<file path="config.mk">
export PLATFORM = sky130hd
export DESIGN_NAME = axil_cmd_master
export DESIGN_NICKNAME = d
export VERILOG_FILES = /design/src/rtl/axil_cmd_master.sv
export SDC_FILE = /design/constraint.sdc
export NUM_CORES = 1
export LEC_CHECK = 0
export BUFFER_PORTS_ARGS = -buffer_cell sky130_fd_sc_hd__buf_2
export CAP_MARGIN = 10
export CORE_ASPECT_RATIO = 0.8
export CORE_UTILIZATION = 40
export CTS_CLUSTER_DIAMETER = 40
export DETAILED_ROUTE_END_ITERATION = 12
export PLACE_DENSITY = 0.74
export SLEW_MARGIN = 20
export SYNTH_ARGS = -nofsm -noshare
export SYNTH_HDL_FRONTEND = slang
export SYNTH_SLANG_ARGS = --single-unit
export TNS_END_PERCENT = 5
</file>
<file path="constraint.sdc">
create_clock -name clk -period 1.7 [get_ports clk]
set_input_delay 0.34 -clock clk [delete_from_list [all_inputs] [get_ports clk]]
set_output_delay 0.34 -clock clk [all_outputs]
set_load 0.01 [all_outputs]
</file>
<file path="src/rtl/axil_cmd_master.sv">
// axil_cmd_master: turns simple cmd/rsp requests into AXI-Lite transactions.
// One transaction is in flight at a time; every handshake output is registered.
//
// Ports:
//   clk, rstn                  clock, asynchronous active-low reset
//   cmd_valid/cmd_ready        command handshake
//   cmd_write/addr/wdata/wstrb command fields (wdata/wstrb used for writes only)
//   rsp_valid/rsp_ready        response handshake
//   rsp_rdata/rsp_resp         read data (0 for writes), captured BRESP/RRESP
//   err_sticky/err_clear       sticky error flag, only with AXIL_CMD_MASTER_ERR_STICKY_EN
//   io_control_aw/w/b/ar/r_*   AXI-Lite master channels
//
// Build option: define AXIL_CMD_MASTER_ERR_STICKY_EN to add err_sticky/err_clear.
module axil_cmd_master #(
    parameter int AXI_LITE_ADDR_WIDTH = 6
) (
    input  logic                           clk,
    input  logic                           rstn,
    input  logic                           cmd_valid,
    output logic                           cmd_ready,
    input  logic                           cmd_write,
    input  logic [AXI_LITE_ADDR_WIDTH-1:0] cmd_addr,
    input  logic [31:0]                    cmd_wdata,
    input  logic [3:0]                     cmd_wstrb,
    output logic                           rsp_valid,
    input  logic                           rsp_ready,
    output logic [31:0]                    rsp_rdata,
    output logic [1:0]                     rsp_resp,
`ifdef AXIL_CMD_MASTER_ERR_STICKY_EN
    output logic                           err_sticky,
    input  logic                           err_clear,
`endif
    output logic [AXI_LITE_ADDR_WIDTH-1:0] io_control_aw_awaddr,
    output logic [2:0]                     io_control_aw_awprot,
    output logic                           io_control_aw_awvalid,
    input  logic                           io_control_aw_awready,
    output logic [31:0]                    io_control_w_wdata,
    output logic [3:0]                     io_control_w_wstrb,
    output logic                           io_control_w_wvalid,
    input  logic                           io_control_w_wready,
    input  logic [1:0]                     io_control_b_bresp,
    input  logic                           io_control_b_bvalid,
    output logic                           io_control_b_bready,
    output logic [AXI_LITE_ADDR_WIDTH-1:0] io_control_ar_araddr,
    output logic [2:0]                     io_control_ar_arprot,
    output logic                           io_control_ar_arvalid,
    input  logic                           io_control_ar_arready,
    input  logic [31:0]                    io_control_r_rdata,
    input  logic [1:0]                     io_control_r_rresp,
    input  logic                           io_control_r_rvalid,
    output logic                           io_control_r_rready
);

    typedef enum logic [2:0] {
        S_IDLE,
        S_WRITE,
        S_B,
        S_AR,
        S_R,
        S_RSP
    } state_t;

    state_t state;

    logic [AXI_LITE_ADDR_WIDTH-1:0] addr_q;
    logic [31:0]                    wdata_q;
    logic [3:0]                     wstrb_q;

    // A channel counts as done once its valid has dropped or is
    // handshaking this cycle; both may complete in the same cycle.
    logic aw_done;
    logic w_done;

    assign aw_done = !io_control_aw_awvalid || io_control_aw_awready;
    assign w_done  = !io_control_w_wvalid || io_control_w_wready;

    // Captured command fields drive the buses, so they stay stable
    // for the whole time any valid is high.
    assign io_control_aw_awaddr = addr_q;
    assign io_control_ar_araddr = addr_q;
    assign io_control_w_wdata   = wdata_q;
    assign io_control_w_wstrb   = wstrb_q;
    assign io_control_aw_awprot = 3'b000;
    assign io_control_ar_arprot = 3'b000;

    always_ff @(posedge clk or negedge rstn) begin
        if (!rstn) begin
            state                 <= S_IDLE;
            cmd_ready             <= 1'b1;
            io_control_aw_awvalid <= 1'b0;
            io_control_w_wvalid   <= 1'b0;
            io_control_b_bready   <= 1'b0;
            io_control_ar_arvalid <= 1'b0;
            io_control_r_rready   <= 1'b0;
            rsp_valid             <= 1'b0;
            rsp_rdata             <= '0;
            rsp_resp              <= '0;
            addr_q                <= '0;
            wdata_q               <= '0;
            wstrb_q               <= '0;
        end else begin
            unique case (state)
                S_IDLE: begin
                    if (cmd_valid) begin
                        addr_q    <= cmd_addr;
                        wdata_q   <= cmd_wdata;
                        wstrb_q   <= cmd_wstrb;
                        cmd_ready <= 1'b0;
                        if (cmd_write) begin
                            state                 <= S_WRITE;
                            io_control_aw_awvalid <= 1'b1;
                            io_control_w_wvalid   <= 1'b1;
                        end else begin
                            state                 <= S_AR;
                            io_control_ar_arvalid <= 1'b1;
                        end
                    end
                end
                S_WRITE: begin
                    if (io_control_aw_awready) begin
                        io_control_aw_awvalid <= 1'b0;
                    end
                    if (io_control_w_wready) begin
                        io_control_w_wvalid <= 1'b0;
                    end
                    if (aw_done && w_done) begin
                        state               <= S_B;
                        io_control_b_bready <= 1'b1;
                    end
                end
                S_B: begin
                    if (io_control_b_bvalid) begin
                        state               <= S_RSP;
                        io_control_b_bready <= 1'b0;
                        rsp_resp            <= io_control_b_bresp;
                        rsp_rdata           <= '0;
                        rsp_valid           <= 1'b1;
                    end
                end
                S_AR: begin
                    if (io_control_ar_arready) begin
                        state                 <= S_R;
                        io_control_ar_arvalid <= 1'b0;
                        io_control_r_rready   <= 1'b1;
                    end
                end
                S_R: begin
                    if (io_control_r_rvalid) begin
                        state               <= S_RSP;
                        io_control_r_rready <= 1'b0;
                        rsp_rdata           <= io_control_r_rdata;
                        rsp_resp            <= io_control_r_rresp;
                        rsp_valid           <= 1'b1;
                    end
                end
                S_RSP: begin
                    if (rsp_ready) begin
                        state     <= S_IDLE;
                        rsp_valid <= 1'b0;
                        cmd_ready <= 1'b1;
                    end
                end
                default: begin
                    state                 <= S_IDLE;
                    cmd_ready             <= 1'b1;
                    io_control_aw_awvalid <= 1'b0;
                    io_control_w_wvalid   <= 1'b0;
                    io_control_b_bready   <= 1'b0;
                    io_control_ar_arvalid <= 1'b0;
                    io_control_r_rready   <= 1'b0;
                    rsp_valid             <= 1'b0;
                end
            endcase
        end
    end

`ifdef AXIL_CMD_MASTER_ERR_STICKY_EN
    logic err_set;

    assign err_set =
        (state == S_B && io_control_b_bvalid &&
         io_control_b_bresp != 2'b00) ||
        (state == S_R && io_control_r_rvalid &&
         io_control_r_rresp != 2'b00);

    // A new error in the same cycle as a clear keeps the flag set.
    always_ff @(posedge clk or negedge rstn) begin
        if (!rstn) begin
            err_sticky <= 1'b0;
        end else if (err_set) begin
            err_sticky <= 1'b1;
        end else if (err_clear) begin
            err_sticky <= 1'b0;
        end
    end
`endif

endmodule

</file>
==> flow_metrics.env <==
export IMPL_drt_pre_antenna_iters=4
export IMPL_htree_levels=3
export IMPL_rsz0062_at_grt="no"
export IMPL_post_cts_setup_buffers=0
export IMPL_yosysSeqAreaShare=0.621
export IMPL_grt_max_degree=87
export IMPL_fin_crit_ps=1650
export IMPL_slew_violations=0
export IMPL_fill_cells=684
export IMPL_rrSetupSlack_ps=50
export IMPL_ir_worst_vdd_mv=0.957
export IMPL_rows=29
export IMPL_synth_compound_area_frac=0.127
export IMPL_max_freq_mhz=607
export IMPL_slowest_stage="dfrtp_2"
export IMPL_crit_path_end_kind="register"
export IMPL_layout_commonest_cell="buf_2"
export IMPL_insertion_delay_ps=350
export IMPL_synth_cell_type_count=36
export IMPL_status="complete, no violations"
export IMPL_ant_nets=0
export IMPL_area_growth_pct=35.2
export IMPL_setup_violations=0
export IMPL_synthAdderAreaFrac=0
export IMPL_hold_violations=0
export IMPL_yosys_register_bits=86
export IMPL_core_um2=8160
export IMPL_muxShareOfSynthArea=0.148
export IMPL_place_gp_congestion=0.838
export IMPL_startpoint_type="register"
export IMPL_diodes=0
export IMPL_fin_total_pwr_mw=8.93
export IMPL_place_ws_ps=55.8
export IMPL_layout_drive_gt1_share=0.587
export IMPL_viasPerCell=4.98
export IMPL_avgRoutedWirePerCell_um=14.9
export IMPL_fin_crit_sh=0.969
export IMPL_syn_avg_cell_area_um2=13.7
export IMPL_die_y_um=85.3
export IMPL_postCtsHoldBufs=0
export IMPL_grt_ovfl_total=0
export IMPL_cts_made_buffers=9
export IMPL_required_ps=1940
export IMPL_fin_ws_ps=52.4
export IMPL_die_x_um=106
export IMPL_synthSimpleGateAreaFrac=0.0512
export IMPL_synth_top_family_by_area="multiplexers"
export IMPL_cpPeakStageDelay_ps=460
export IMPL_synth_cells=254
export IMPL_initial_core_util=0.425
export IMPL_synthXorXnorAreaFrac=0
export IMPL_ios=183
export IMPL_stdcell_count=544
export IMPL_grt_pass1_vias=2611
export IMPL_ys_flop_type="dfrtp_1"
export IMPL_routed_wl_mm=8.09
export IMPL_rr_worst_depth=4
export IMPL_dr_total_vias=2709
export IMPL_drt_iter0_drc=100
export IMPL_clkSinkCount=86
export IMPL_fin_setup_tns_ps=0
export IMPL_crit_type="register to register"
export IMPL_path_max_fanout=8
export IMPL_critPathBufInv=0
export IMPL_grt_usage=0.184
export IMPL_critPathTopFamily="simple AND/OR/NAND/NOR gates"
export IMPL_drv_cap=0
export IMPL_num_nets_final=519
export IMPL_cts_tree="yes"
export IMPL_p_leak_nw=2.43
export IMPL_power_density_nw_per_um2=1900
export IMPL_path_cells="or3b_4, o32a_1, nand4_1, mux2_2"
export IMPL_fin_skew_ps=9.28
export IMPL_final_cell_mix="buf_2 (175), dfrtp_1 (82), mux2_2 (43), a22o_1 (33)"
export IMPL_antenna_found_initial=0
export IMPL_ctsRootBufferMaster="clkbuf_8"
export IMPL_grt_pass1_wl_mm=12.9
export IMPL_dp_cells=528
export IMPL_critPathLaunch="state[1]$_DFFE_PN0P_"
export IMPL_path_clk_slew_ps=90
export IMPL_r2r_end="state[1]$_DFFE_PN0P_"
export IMPL_yosys_warnings=0
export IMPL_route_detailed_drc=0
export IMPL_synth_edf_count=0
export IMPL_final_util=0.574
export IMPL_holdCritPathClass="primary input to async pin"
export IMPL_place_detailed_hpwl_mm=5.99
export IMPL_ctsResizeCount=0
export IMPL_async_flop_share=1.00
export IMPL_r2r_start="state[1]$_DFFE_PN0P_"
export IMPL_synthesis_area_um2=3470
export IMPL_numPortBuffers=176
export IMPL_cts_buffer_depth=2
export IMPL_crit_arrival_ps=1890
export IMPL_die_area_um2=9050
## power breakdown
group          total [mW]  switching, mW  internal [mW]
registers            3.60          0.550           3.05
clock network        1.36          0.769          0.594
logic                3.97           1.91           2.06
total                8.93           3.23           5.70
## how the worst max path moves through the flow
| stage | depth (start not counted) | slack, ps | to |
|---|---|---|---|
| after CTS | 4 | 40 | state[1]$_DFFE_PN0P_ |
| after global placement | 4 | 80 | state[1]$_DFFE_PN0P_ |
| after detailed placement | 4 | 60 | state[1]$_DFFE_PN0P_ |
| after floorplan | 5 | 10 | state[1]$_DFFE_PN0P_ |
| final | 4 | 50 | state[1]$_DFFE_PN0P_ |
| after global routing | 7 | 4 | state[0]$_DFFE_PN0P_ |
## cell type report
class | count | area (um2) | share of cell area
clock buffers | 10 | 138 | 0.0293
clock inverters | 6 | 52.6 | 0.0112
inverters | 3 | 11.3 | 0.00240
multi-input cells | 142 | 1160 | 0.248
flip-flops and latches | 86 | 2160 | 0.460
well taps | 108 | 135 | 0.0288
repair buffers | 189 | 1030 | 0.221
## metrics by stage
| step | hold slack (ps) | instance area [um2] |
|---|---|---|
| floorplan | 44.4 | 3490 |
| global placement | 409 | 4490 |
| detailed placement | 413 | 4490 |
| CTS | 19.7 | 4680 |
| global route | 41.9 | 4690 |
| finish | 11.8 | 4690 |
## cells in the mapped netlist, drive strengths merged (2+ instances only)
master / instances / share of area
dfrtp: 85 / 0.61
mux2: 43 / 0.14
a22o: 33 / 0.083
buf: 23 / 0.043
nand2: 10 / 0.011
o21ai: 8 / 0.012
nor2: 7 / 0.0076
a21oi: 5 / 0.0072
clkbuf: 5 / 0.0054
a21o: 3 / 0.0065
inv: 3 / 0.0032
mux2i: 3 / 0.0087
nor2b: 3 / 0.0054
o211ai: 3 / 0.0065
nor3: 2 / 0.0043
nor4: 2 / 0.0036
## worst reg2reg max path: cells and delay by family, from the launching register on
family / cells / cell delay (ps)
DFF: 1 / 460
and+or+nand+nor: 2 / 520
muxes: 1 / 340
AOI/OAI and AO/OA: 1 / 210
## layer usage
metal / track usage / routed length, um / vias up
li1: - / - / 1249
met5: 0 / 0 / -
met3: 0.0499 / 534 / 12
met1: 0.231 / 3490 / 1328
met2: 0.313 / 3960 / 120
met4: 0.0530 / 103 / 0
## registers in the layout, indices dropped and copies added (netlist names)
signal,flops
io_control_w_wdata,32
rsp_resp,2
rsp_rdata,32
rsp_valid,1
io_control_ar_araddr,6
io_control_w_wstrb,4
io_control_w_wvalid,1
cmd_ready,1
io_control_b_bready,1
state,3
io_control_r_rready,1
io_control_aw_awvalid,1
io_control_ar_arvalid,1
## cell families after synthesis
family,count (synthesis)
other,1
flip-flops,86
AND/OR/NAND/NOR,33
multiplexers,46
buffers and inverters,31
AO/OA/AOI/OAI,57
No activity file was read; power rests on OpenSTA's default activity.
